===== src/rtl/present_key_schedule_if.sv =====
// Bus between a PRESENT-80 round-key consumer and present_key_schedule.
// Handshake: load (with key_in) starts a schedule; while valid=1 the
// consumer reads round_key/round_idx and pulses next to advance by one
// round. next is only honoured while valid=1. done reports that the last
// key was consumed and stays high until the next load. state_dbg mirrors
// the internal FSM state for observation only.
interface present_key_schedule_if;
  logic        load;
  logic [79:0] key_in;
  logic        next;
  logic [63:0] round_key;
  logic [5:0]  round_idx;
  logic        valid;
  logic        done;
  logic [1:0]  state_dbg;

  modport master (
    output load, key_in, next,
    input  round_key, round_idx, valid, done, state_dbg
  );

  modport slave (
    input  load, key_in, next,
    output round_key, round_idx, valid, done, state_dbg
  );
endinterface


===== src/rtl/present_key_schedule.sv =====
// PRESENT-80 key schedule. Holds the 80-bit key register K and issues
// round keys K_1..K_LAST_ROUND, one per accepted next request.
// Optional feature macro: PRESENT_KS_ZEROIZE_EN -- when defined, K is
// cleared on entry to DONE and while idling, so no key material lingers.
module present_key_schedule #(
  parameter int LAST_ROUND = 32
) (
  input  logic                   clk,
  input  logic                   rst_n,
  present_key_schedule_if.slave  ks
);

  typedef enum logic [1:0] {
    ST_IDLE   = 2'd0,
    ST_ACTIVE = 2'd1,
    ST_DONE   = 2'd2
  } state_e;

  localparam logic [5:0] LAST_IDX = 6'(LAST_ROUND);

  state_e      state_q, state_d;
  logic [79:0] key_q, key_d;
  logic [5:0]  idx_q, idx_d;
  logic [79:0] key_upd;

  // PRESENT 4-bit S-box applied to the top nibble of the rotated key.
  function automatic logic [3:0] sbox(input logic [3:0] x);
    logic [3:0] y;
    case (x)
      4'h0: y = 4'hC;
      4'h1: y = 4'h5;
      4'h2: y = 4'h6;
      4'h3: y = 4'hB;
      4'h4: y = 4'h9;
      4'h5: y = 4'h0;
      4'h6: y = 4'hA;
      4'h7: y = 4'hD;
      4'h8: y = 4'h3;
      4'h9: y = 4'hE;
      4'hA: y = 4'hF;
      4'hB: y = 4'h8;
      4'hC: y = 4'h4;
      4'hD: y = 4'h7;
      4'hE: y = 4'h1;
      default: y = 4'h2;
    endcase
    return y;
  endfunction

  // One key-schedule round: rotate left 61, S-box top nibble, XOR the
  // current (pre-increment) round counter into bits 19:15.
  always_comb begin
    key_upd          = {key_q[18:0], key_q[79:19]};
    key_upd[79:76]   = sbox(key_upd[79:76]);
    key_upd[19:15]   = key_upd[19:15] ^ idx_q[4:0];
  end

  // Next-state logic: load always wins; next only advances in ACTIVE.
  always_comb begin
    state_d = state_q;
    key_d   = key_q;
    idx_d   = idx_q;
    if (ks.load) begin
      key_d   = ks.key_in;
      idx_d   = 6'd1;
      state_d = ST_ACTIVE;
    end else begin
      case (state_q)
        ST_ACTIVE: begin
          if (ks.next) begin
            if (idx_q == LAST_IDX) begin
              state_d = ST_DONE;
              idx_d   = 6'd0;
`ifdef PRESENT_KS_ZEROIZE_EN
              key_d   = 80'd0;
`endif
            end else begin
              key_d = key_upd;
              idx_d = idx_q + 6'd1;
            end
          end
        end
        ST_IDLE: begin
`ifdef PRESENT_KS_ZEROIZE_EN
          key_d = 80'd0;
`endif
        end
        default: begin
          state_d = state_q;
        end
      endcase
    end
  end

  // State, key and round-counter registers with asynchronous clear.
  always_ff @(posedge clk or negedge rst_n) begin
    if (!rst_n) begin
      state_q <= ST_IDLE;
      key_q   <= 80'd0;
      idx_q   <= 6'd0;
    end else begin
      state_q <= state_d;
      key_q   <= key_d;
      idx_q   <= idx_d;
    end
  end

  assign ks.round_key = key_q[79:16];
  assign ks.round_idx = idx_q;
  assign ks.valid     = (state_q == ST_ACTIVE);
  assign ks.done      = (state_q == ST_DONE);
  assign ks.state_dbg = state_q;

endmodule


===== src/flat_wrapper.sv =====
// flat-port wrapper written by rule: the top's interface ports become plain ports
module present_key_schedule_flat 
#(
  parameter int LAST_ROUND = 32
)
  (clk, rst_n, ks_load, ks_key_in, ks_next, ks_round_key, ks_round_idx, ks_valid, ks_done, ks_state_dbg);
  present_key_schedule_if ks_i ();
  input  logic clk;
  input  logic rst_n;
  input wire logic [$bits(ks_i.load)-1:0] ks_load;
  input wire logic [$bits(ks_i.key_in)-1:0] ks_key_in;
  input wire logic [$bits(ks_i.next)-1:0] ks_next;
  output wire logic [$bits(ks_i.round_key)-1:0] ks_round_key;
  output wire logic [$bits(ks_i.round_idx)-1:0] ks_round_idx;
  output wire logic [$bits(ks_i.valid)-1:0] ks_valid;
  output wire logic [$bits(ks_i.done)-1:0] ks_done;
  output wire logic [$bits(ks_i.state_dbg)-1:0] ks_state_dbg;
  assign ks_i.load = ks_load;
  assign ks_i.key_in = ks_key_in;
  assign ks_i.next = ks_next;
  assign ks_round_key = ks_i.round_key;
  assign ks_round_idx = ks_i.round_idx;
  assign ks_valid = ks_i.valid;
  assign ks_done = ks_i.done;
  assign ks_state_dbg = ks_i.state_dbg;
  present_key_schedule #(.LAST_ROUND(LAST_ROUND)) u_core (.clk(clk), .rst_n(rst_n), .ks(ks_i));
endmodule

===== config.mk =====
export PLATFORM = sky130hd
export DESIGN_NAME = present_key_schedule_flat
export DESIGN_NICKNAME = d
export VERILOG_FILES = /design/src/rtl/present_key_schedule_if.sv /design/src/rtl/present_key_schedule.sv /design/src/flat_wrapper.sv
export SDC_FILE = /design/constraint.sdc
export NUM_CORES = 1
export LEC_CHECK = 0
export BUFFER_PORTS_ARGS = -buffer_cell sky130_fd_sc_hd__buf_4
export CORE_MARGIN = 5
export CORE_UTILIZATION = 40
export DETAILED_ROUTE_END_ITERATION = 10
export GPL_TIMING_DRIVEN = 0
export PLACE_DENSITY = 0.78
export SETUP_SLACK_MARGIN = 0.1
export SLEW_MARGIN = 25
export SYNTH_ARGS = -nofsm -noshare
export SYNTH_HDL_FRONTEND = slang
export SYNTH_SLANG_ARGS = --single-unit

===== constraint.sdc =====
create_clock -name clk -period 1.9 [get_ports clk]
set_clock_uncertainty 0.15 [all_clocks]
set_input_delay 0.57 -clock clk [delete_from_list [all_inputs] [get_ports clk]]
set_output_delay 0.57 -clock clk [all_outputs]
set_load 0.01 [all_outputs]

==> key figures, run 1 <==
Cells and area
  • Layout area overhead: 45.24%
  • Diodes inserted: 0
  • Layout cells sized above 1: 0.4350
  • Net count of the finished layout: 773
  • Post-route cell area: 7025 µm²
  • Area of the multi-input gates: 2031 µm²
  • Register area: 2210 µm²
  • Fillers: 1007

Floorplanning
  • Die W: 120.0 µm
  • Initial Util: 0.4061
  • CORE AREA: 11910 µm²
  • IO Count: 158
  • Chip Height: 120.0 µm
  • Rows: 40
  • DIE AREA: 14390 µm²

Pwr
  • VDD IR max: 0.3507 mV
  • Reg power frac: 0.418
  • Switching share of power: 0.2883
  • Leakage: 3.556 nW
  • Clk pwr share: 0.301
  • NetSw: 1.578 mW
  • Comb power frac: 0.281
  • P_int: 3.896 mW
  • PD cells: 779.1 nW/µm²

Routing
  • Wl on met1: 6648 µm
  • Drt drc: 0
  • Top Metal Used: met4
  • WL/cell: 19.22 µm
  • Final ANT Viol Nets: 0
  • Vias/cell: 5.142
  • Final wirelength: 16000 µm
  • Metal3 WL: 1006 µm
  • Via count: 4278
  • DRT Pass-1 Iters: 5
  • Met2 Wirelength: 8052 µm
  • Starting DRT DRC Count: 317

Status
  • Failing checks: negative setup slack
  • Status: complete, but fails checks

Critical path
  • Worst path max stage delay: 0.41 ns
  • CP endpoint: u_core.key_q[17]$_DFFE_PN0P_
  • Reg2Reg Setup Slack: -0.09 ns
  • Worst path required time: 1.95 ns
  • Buf/Inv on CP: 4
  • CP Capture Type: flop
  • WP depth: 9
  • Kind of critical path: reg -> reg
  • Worst Reg-to-Reg Cells: 9
  • Reg-to-reg endpoint: u_core.key_q[17]$_DFFE_PN0P_
  • Crit-path cells: inv_2 > ha_4 > nand2_4 > o41ai_4 > buf_6 > buf_12 > clkbuf_16 > mux2i_1 > o21ai_1
  • Reg2reg start: u_core.ks.round_idx[1]$_DFFE_PN0P_
  • Crit Path Max Fanout: 7
  • Delay-heaviest family, CP: buffers and inverters
  • Worst EP arrival: 2.05 ns
  • CP max stage cell: dfrtp_2
  • Worst Setup Start Kind: flop
  • Crit path from: u_core.ks.round_idx[1]$_DFFE_PN0P_

Timing
  • Count of final hold-check violations: 0
  • Fin. max-slew vios: 0
  • Setup WS post-layout: -0.09294 ns
  • Worst-Margin Slew: 0.8374 ns
  • Slew margin rel.: 0.4418
  • Max Clk Rate: 0.5018 GHz
  • Final setup fails: 79
  • Final worst path period need: 1.993 ns
  • Setup TNS: -3.617 ns
  • Period utilization: 1.049
  • RSZ-0062 raised after global routing: yes

Logic synthesis
  • Main synth FF type: dfrtp_1
  • Number of synthesized flops with an enable pin: 0
  • Yosys cell types: 37
  • Average cell area after synthesis: 9.872 µm²
  • FFs w/ async S/R, synth: 1.000
  • Share of the yosys chip area belonging to registers: 0.4553
  • Syn Inst Count: 490
  • Yosys warning count: 0
  • Syn nets: 581
  • Post-Syn Area: 4837 µm²
  • FF+latch count, synth: 88

Placement
  • Dpl cell area: 6203 µm²
  • PortBufs: 156
  • Gpl congestion: 0.8274
  • Post-DP HPWL: 11040 µm

Worst hold path
  • Worst Hold Class: in -> async

Clock tree
  • Num CTS Buffers: 9
  • Worst-Skew Late Latency: 0.34 ns
  • CTS tree: done
  • Clock root buffer: clkbuf_16
  • CTS sink count: 88
  • Clock Path Buffers: 2
  • Clock-pin slew on the worst setup and hold paths: 0.06 ns
  • CTS H-Tree Depth: 3

Global routing
  • Vias in the first global route: 4404
  • Initial antenna violation count: 0
  • GRT Util Overall: 0.2154
  • Grt ovf: 0
  • Largest net degree at the start of global routing: 89
  • First-pass GRT wire length: 23980 µm

Run
  • Max-cap viol count: 0
[what timing repair did]
item	CTS	global route
setup buffers	10	7
gates cloned	1	7
endpoints found under the setup margin	84	91
pin swaps	2	3
hold buffers	0	0
resized for setup	27	48
[cell usage in the layout, fill, tap and decap left out, types with 2 or more instances in the layout]
master / netlist / final
ha_1: 7 / 6
mux2i_1: 77 / 72
buf_2: 5 / 2
o21ai_1: 77 / 77
buf_1: 2 / 2
dfrtp_1: 88 / 82
xor2_1: 6 / 6
clkbuf_2: 0 / 3
inv_2: 0 / 3
o31ai_1: 2 / 2
a211oi_1: 5 / 3
buf_6: 6 / 12
clkbuf_8: 0 / 2
inv_1: 7 / 4
nor2_1: 10 / 9
nand2_1: 85 / 84
dfrtp_2: 0 / 6
a211oi_2: 0 / 2
a21oi_1: 3 / 3
nor2b_1: 5 / 4
mux2i_2: 0 / 5
clkbuf_16: 0 / 15
o21ai_0: 2 / 2
clkbuf_1: 17 / 16
buf_4: 67 / 228
buf_12: 0 / 10
[worst min-delay path by stage]
stage                                           start                                 end  cells after the start
after floorplan                                 rst_n         u_core.key_q[0]$_DFFE_PN0P_                      0
after global placement    u_core.key_q[6]$_DFFE_PN0P_        u_core.key_q[67]$_DFFE_PN0P_                      2
after detailed placement  u_core.key_q[6]$_DFFE_PN0P_        u_core.key_q[67]$_DFFE_PN0P_                      2
after CTS                                       rst_n  u_core.ks.round_idx[5]$_DFFE_PN0P_                      1
after global routing                            rst_n  u_core.ks.round_idx[5]$_DFFE_PN0P_                      1
final                                           rst_n  u_core.ks.round_idx[5]$_DFFE_PN0P_                      1
[stage by stage]
stage | power, mW | worst slack (ns) | cells | util | hold slack [ns]
global route | 5.726 | -0.1457 | 832 | 0.5898 | 0.2347
CTS | 5.382 | -0.2127 | 818 | 0.5601 | 0.1911
finish | 5.474 | -0.09294 | 832 | 0.5898 | 0.1363
global placement | 3.641 | -0.2501 | 793 | 0.5205 | 0.3774
detailed placement | 3.689 | -0.3265 | 793 | 0.5208 | 0.3946
floorplan | 3.039 | -0.01695 | 490 | - | 0.1244
[layer usage]
layer,vias up,GRT usage
li1,1997,-
met5,-,0
met4,0,0.06299
met2,181,0.3808
met3,19,0.03346
met1,2081,0.2712
[power groups by stage]
| stage | Clock, mW | Sequential, mW | Combinational (mW) |
|---|---|---|---|
| after floorplan | 0 | 2.23 | 0.804 |
| after global placement | 0 | 2.31 | 1.34 |
| after detailed placement | 0 | 2.31 | 1.38 |
| after CTS | 1.67 | 2.28 | 1.43 |
| after global routing | 1.75 | 2.31 | 1.66 |
| final | 1.65 | 2.29 | 1.54 |
[cells by family (layout without fill, tap and decap cells)]
kind of cell,after synthesis,in the layout,share of synthesized area
AOI/OAI and AO/OA,97,97,0.1133
and+or+nand+nor,109,109,0.09338
buffers and inverters,104,299,0.1433
adders and majority gates,7,7,0.01811
muxes,78,78,0.1640
xor gates and xnor gates,7,7,0.01267
DFF,88,88,0.4553
[area by class of cell]
| cell class | instances | share of cell area |
|---|---|---|
| sequential | 88 | 0.3145 |
| multi-input combinational | 298 | 0.2890 |
| timing repair buffer | 181 | 0.2183 |
| buffer | 97 | 0.1104 |
| clock buffer | 13 | 0.03704 |
| tap | 147 | 0.02618 |
| inverter | 7 | 0.003740 |
| clock inverter | 1 | 0.0007124 |
[synth_stat cells (2+ instances only)]
library cell  instances  share of area
xor2_1                6          0.011
buf_4                67           0.10
nand2_1              85          0.066
o21ai_0               2         0.0021
nor2b_1               5         0.0065
buf_2                 5         0.0052
clkbuf_1             17          0.013
ha_1                  7          0.018
buf_6                 6          0.014
dfrtp_1              88           0.46
o31ai_1               2         0.0031
buf_1                 2         0.0016
a21oi_1               3         0.0031
nor2_1               10         0.0078
o21ai_1              77          0.080
mux2i_1              77           0.16
a211oi_1              5         0.0078
inv_1                 7         0.0054
[flip-flops by register name (all words and copies together), names as in the netlist]
signal	cells
u_core.ks.round_idx	6
u_core.key_q	80
u_core.ks.state_dbg	2
No activity file was read; power rests on OpenSTA's default activity.
==> run 2, diff against run 1 <==
--- a/config.mk
+++ b/config.mk
@@ -10,8 +10,10 @@
 export CORE_UTILIZATION = 40
 export DETAILED_ROUTE_END_ITERATION = 10
 export GPL_TIMING_DRIVEN = 0
+export MAX_ROUTING_LAYER = met4
 export PLACE_DENSITY = 0.78
-export SETUP_SLACK_MARGIN = 0.1
+export RECOVER_POWER = 100
+export SETUP_SLACK_MARGIN = 0.05
 export SLEW_MARGIN = 25
 export SYNTH_ARGS = -nofsm -noshare
 export SYNTH_HDL_FRONTEND = slang
==> run 2 against run 1 <==
- critical endpoint is now u_core.key_q[18]$_DFFE_PN0P_
- largest cell class unchanged
- first-iteration DRC count is 24% lower
- power is 1.7% higher
- final area is 1.2% lower
- clock power is 7% higher
- critical path type unchanged
- global-route usage is 0.24 points lower
- fmax is 3.0% lower
- via count is 1.7% lower
- combinational power hardly changed
- routed wire length is 0.72% lower
- the flow still finishes with violations (negative setup slack)
- die area stayed put
- count of clock-buffer cells in the layout is 1 lower
==> key figures, run 2 (synthesis results as in run 1) <==
Cells and area
  • Commonest non-fill, non-tap cells in the layout: buf_4 (226), dfrtp_1 (85), nand2_1 (84)
  • Post-route cell area: 6944 µm²
  • Diodes inserted: 0
  • Net count of the finished layout: 769
  • Layout area overhead: 43.56%
  • Layout cells sized above 1: 0.4194
  • Most common cell after layout, fill and taps aside: buf_4
  • Largest Register: u_core.key_q
  • Max reg flops: 80
  • Layout Cells excl Fill: 829

Placement
  • Post-DP HPWL: 10990 µm
  • Dpl cell area: 6203 µm²
  • PortBufs: 156
  • Dpl cells: 793
  • Gpl congestion: 0.8661

Critical path
  • Worst path required time: 1.95 ns
  • Crit-path cells: inv_2 > ha_4 > nand2_4 > o41ai_4 > buf_6 > buf_12 > clkbuf_16 > mux2i_1 > o21ai_1
  • Worst Setup Start Kind: flop
  • Crit Path Max Fanout: 8
  • Worst EP arrival: 2.10 ns
  • CP max stage cell: dfrtp_2
  • Kind of critical path: reg -> reg
  • CP Capture Type: flop
  • Worst path max stage delay: 0.42 ns
  • Worst Reg-to-Reg Cells: 9

Clock tree
  • Clock root buffer: clkbuf_16
  • Num CTS Buffers: 9
  • CTS tree: done
  • Clock Path Buffers: 2
  • Worst-Skew Late Latency: 0.33 ns
  • # hold bufs at CTS: 0
  • Clock-pin slew on the worst setup and hold paths: 0.06 ns
  • CTS sink count: 88
  • CTS H-Tree Depth: 3

Routing
  • Via count: 4206
  • Final ANT Viol Nets: 0
  • WL/cell: 19.16 µm
  • Final wirelength: 15880 µm
  • DRT Pass-1 Iters: 4
  • Vias/cell: 5.074
  • Drt drc: 0
  • Starting DRT DRC Count: 240

Timing
  • Count of final hold-check violations: 0
  • Period utilization: 1.082
  • Setup WS post-layout: -0.1552 ns
  • Fin. max-slew vios: 0
  • Final setup fails: 81
  • RSZ-0062 raised after global routing: yes
  • Final worst path period need: 2.055 ns
  • Final hold slack: 0.2965 ns
  • Max Clk Rate: 0.4866 GHz
  • Slew margin rel.: 0.1619
  • Worst-Margin Slew: 1.257 ns

Global routing
  • Grt ovf: 0
  • GRT Util Overall: 0.2130
  • Initial antenna violation count: 0
  • First-pass GRT wire length: 23120 µm
  • Vias in the first global route: 4225
  • Largest net degree at the start of global routing: 89

Floorplanning
  • Rows: 40
  • DIE AREA: 14390 µm²
  • Die W: 120.0 µm
  • CORE AREA: 11910 µm²
  • Initial Util: 0.4061
  • IO Count: 158
  • Chip Height: 120.0 µm

Pwr
  • Leakage: 3.520 nW
  • VDD IR max: 0.3816 mV
  • Total power: 5.567 mW
  • PD cells: 801.7 nW/µm²

Worst hold path
  • Worst hold path depth: 3
  • Worst Hold Class: in -> reg

Status
  • Status: complete, but fails checks
  • Failing checks: negative setup slack

Run
  • Max-cap viol count: 0
[run 2: layout make-up]
type | count | area (µm²)
Inverter | 7 | 26.28
Fill cell | 1035 | 4967
Buffer | 96 | 744.5
Clock inverter | 3 | 42.54
Timing Repair Buffer | 178 | 1499
Clock buffer | 12 | 246.5
Tap cell | 147 | 183.9
Sequential cell | 88 | 2206
Multi-Input combinational cell | 298 | 1996
[run 2: worst max-delay path, delay by kind of cell (launching register included)]
kind	cells	cell delay, ns
buf+inv	4	0.62
flops	1	0.42
fa+ha+maj	1	0.16
compound gates	2	0.32
simple gates	1	0.06
mux	1	0.19
[run 2: layer usage]
layer | track usage | vias up | part of all wire
met5 | - | - | 0
met4 | 0.05512 | 0 | 0.021
met3 | 0.03157 | 27 | 0.055
met2 | 0.3628 | 157 | 0.51
met1 | 0.2665 | 2041 | 0.42
li1 | - | 1981 | -
[run 2: path summary, 6_finish.rpt]
| kind | startpoint | endpoint | slack [ns] |
|---|---|---|---|
| worst max-delay path | u_core.ks.round_idx[1]$_DFFE_PN0P_ | u_core.key_q[18]$_DFFE_PN0P_ | -0.16 |
| worst min-delay path | ks_key_in[60] | u_core.key_q[60]$_DFFE_PN0P_ | 0.30 |
| worst max register to register | u_core.ks.round_idx[1]$_DFFE_PN0P_ | u_core.key_q[18]$_DFFE_PN0P_ | -0.16 |
| worst min register to register | u_core.key_q[10]$_DFFE_PN0P_ | u_core.key_q[71]$_DFFE_PN0P_ | 0.41 |
| max in group asynchronous | rst_n | u_core.key_q[16]$_DFFE_PN0P_ | 0.36 |
| min in group asynchronous | rst_n | u_core.ks.round_idx[4]$_DFFE_PN0P_ | 0.36 |
[run 2: timing repair]
action                     CTS  global route
setup endpoints to repair   82            85
gates cloned                 2             7
resized for setup           25            26
setup buffers                8             5
pin swaps                    1             2
[run 2: power breakdown]
part | switching, mW | internal, mW | total (mW)
Sequential | 0.208 | 2.08 | 2.29
Clock | 0.720 | 1.05 | 1.77
Combinational | 0.653 | 0.859 | 1.51
[run 2: through the flow]
stage,util,worst slack [ns],setup TNS (ns)
after detailed placement,0.5208,-0.3331,-19.78
after global routing,0.5830,-0.2067,-12.96
after floorplan,-,-0.01695,-0.4912
after global placement,0.5205,-0.2848,-16.41
final,0.5830,-0.1552,-8.378
after CTS,0.5599,-0.2099,-12.14
==> run 3, diff against run 2 <==
--- a/config.mk
+++ b/config.mk
@@ -5,7 +5,7 @@
 export SDC_FILE = /design/constraint.sdc
 export NUM_CORES = 1
 export LEC_CHECK = 0
-export BUFFER_PORTS_ARGS = -buffer_cell sky130_fd_sc_hd__buf_4
+export BUFFER_PORTS_ARGS = -buffer_cell sky130_fd_sc_hd__buf_2
 export CORE_MARGIN = 5
 export CORE_UTILIZATION = 40
 export DETAILED_ROUTE_END_ITERATION = 10
==> constraint.sdc (replaced) <==
create_clock -name clk -period 1.9 [get_ports clk]
set_clock_uncertainty 0.15 [all_clocks]
set_input_delay 0.19 -clock clk [delete_from_list [all_inputs] [get_ports clk]]
set_output_delay 0.19 -clock clk [all_outputs]
set_load 0.01 [all_outputs]
==> run 3 against run 2 <==
- the run still ends with negative setup slack left
- first-iteration DRC count is 5.8% higher
- largest cell class unchanged
- global-route usage is 2.1 points higher
- combinational power is 5% lower
- worst hold slack worse by 0.21 ns
- register-to-register slack better by 0.05 ns
- fmax is 2.6% higher
==> key figures, run 3 (synthesis results as in run 1) <==
Timing
  • RSZ-0062 raised after global routing: yes
  • Count of final hold-check violations: 0
  • Setup TNS: -3.933 ns
  • Final hold slack: 0.09114 ns
  • Fin. max-slew vios: 0
  • Final worst path period need: 2.003 ns
  • Worst-Margin Slew: 1.070 ns
  • Setup WS post-layout: -0.1033 ns
  • Final setup fails: 70
  • Period utilization: 1.054
  • Max Clk Rate: 0.4992 GHz
  • Slew margin rel.: 0.2865

Global routing
  • GRT Util Overall: 0.2335
  • Initial antenna violation count: 0
  • Vias in the first global route: 4748
  • Busiest grt layer: met2
  • Grt ovf: 0
  • Met2 GRT Util: 0.4039
  • First-pass GRT wire length: 25260 µm
  • M3 GR Usage: 0.03299
  • Largest net degree at the start of global routing: 48
  • GRT met1 Usage: 0.2779

Worst hold path
  • Worst Hold Class: in -> reg

Critical path
  • CP Capture Type: flop
  • Crit Path Max Fanout: 10
  • Worst EP arrival: 2.04 ns
  • Worst Setup Start Kind: flop
  • Worst path required time: 1.94 ns
  • CP max stage cell: dfrtp_2
  • Kind of critical path: reg -> reg
  • Reg2Reg Setup Slack: -0.10 ns
  • Worst path max stage delay: 0.42 ns
  • Crit-path cells: inv_2 > ha_4 > nand2_4 > o41ai_4 > buf_6 > buf_12 > mux2i_1 > o21ai_1

Clock tree
  • CTS sink count: 88
  • CTS tree: done
  • Clock root buffer: clkbuf_16
  • Clock-pin slew on the worst setup and hold paths: 0.06 ns
  • Clock Path Buffers: 2
  • Worst-Skew Late Latency: 0.33 ns
  • Num CTS Buffers: 9
  • CTS H-Tree Depth: 3

Floorplanning
  • Initial Util: 0.4061
  • Chip Height: 120.0 µm
  • DIE AREA: 14390 µm²
  • Rows: 40
  • Die W: 120.0 µm
  • IO Count: 158
  • CORE AREA: 11910 µm²

Cells and area
  • Diodes inserted: 0
  • Most common cell after layout, fill and taps aside: buf_2
  • Fillers: 1009
  • Layout cells sized above 1: 0.3028
  • Net count of the finished layout: 841
  • Largest Register: u_core.key_q
  • Max reg flops: 80
  • Final core utilization: 0.5966
  • Commonest non-fill, non-tap cells in the layout: buf_2 (117), dfrtp_1 (86), nand2_1 (84)
  • Layout area overhead: 46.92%
  • Post-route cell area: 7107 µm²

Run
  • Max-cap viol count: 0

Pwr
  • PD cells: 746.2 nW/µm²
  • VDD IR max: 0.3722 mV
  • Leakage: 3.506 nW

Routing
  • Starting DRT DRC Count: 254
  • Via count: 4482
  • DRT Pass-1 Iters: 4
  • Final ANT Viol Nets: 0
  • Final wirelength: 16450 µm
  • Drt drc: 0
  • WL/cell: 18.28 µm
  • Vias/cell: 4.980

Placement
  • Post-DP HPWL: 11010 µm
  • Dpl cell area: 5843 µm²
  • Gpl congestion: 0.8591
  • DP Worst Slack: -0.2979 ns
  • PortBufs: 156

Status
  • Status: complete, but fails checks
  • Failing checks: negative setup slack
==> run 3: cell count changes in the layout (fill, tap and decap cells not counted), moves of 4 or more <==
cell	before	now
buf_4	226	43
clkbuf_16	15	11
clkbuf_1	18	61
buf_2	4	117
clkbuf_4	1	29
dlygate4sd3_1	0	81
buf_6	7	3
==> run 3: timing repair <==
action | CTS | global route
cloned | 1 | 2
pin swaps | 1 | 2
hold endpoints to repair | 131 | 0
setup endpoints to repair | 82 | 84
setup buffers | 7 | 2
hold buffers | 81 | 0
gates resized for setup | 21 | 17
==> run 3: where the power goes <==
part / internal, mW / switching, mW
clock network: 0.907 / 0.683
registers: 2.08 / 0.204
logic: 0.765 / 0.664
==> run 3: final timing paths <==
check                                                   startpoint                                 end  cells past startpoint
worst min register to register        u_core.key_q[14]$_DFFE_PN0P_        u_core.key_q[14]$_DFFE_PN0P_                      2
worst max-delay path            u_core.ks.round_idx[0]$_DFFE_PN0P_        u_core.key_q[34]$_DFFE_PN0P_                      8
min in group asynchronous                                    rst_n  u_core.ks.round_idx[2]$_DFFE_PN0P_                      2
worst min-delay path                                       ks_next  u_core.ks.round_idx[0]$_DFFE_PN0P_                      4
worst max register to register  u_core.ks.round_idx[0]$_DFFE_PN0P_        u_core.key_q[34]$_DFFE_PN0P_                      8
max in group asynchronous                                    rst_n        u_core.key_q[28]$_DFFE_PN0P_                      3
==> run 3: through the flow <==
step                cells  power, mW
detailed placement    794      3.545
global placement      793      3.501
CTS                   896      5.304
global route          900      5.552
finish                900      5.303
floorplan             490      3.039
==> run 3: worst max-delay path, delay by kind of cell, from the launching register on <==
family | cells | cell delay [ns]
buffers and inverters | 3 | 0.50
adder cells (fa/ha/maj) | 1 | 0.14
multiplexers | 1 | 0.23
flip-flops | 1 | 0.42
AO/OA/AOI/OAI | 2 | 0.35
AND/OR/NAND/NOR | 1 | 0.05
==> run 3: layout make-up <==
cell class	count	area (µm²)	area share
inverters	7	26.28	0.003697
multi-input cells	298	1993	0.2805
repair buffers	250	1710	0.2407
flip-flops and latches	88	2205	0.3102
clock inverters	1	5.005	0.0007042
clock buffers	13	250.2	0.03521
plain buffers	96	733.2	0.1032
well taps	147	183.9	0.02588
==> run 3: per-layer routing <==
metal | wire length [µm] | share of wire | vias to the layer above
met2 | 8523 | 0.52 | 165
met5 | 0 | 0 | -
met4 | 320 | 0.019 | 0
met1 | 6706 | 0.41 | 2169
li1 | - | - | 2119
met3 | 898 | 0.055 | 29
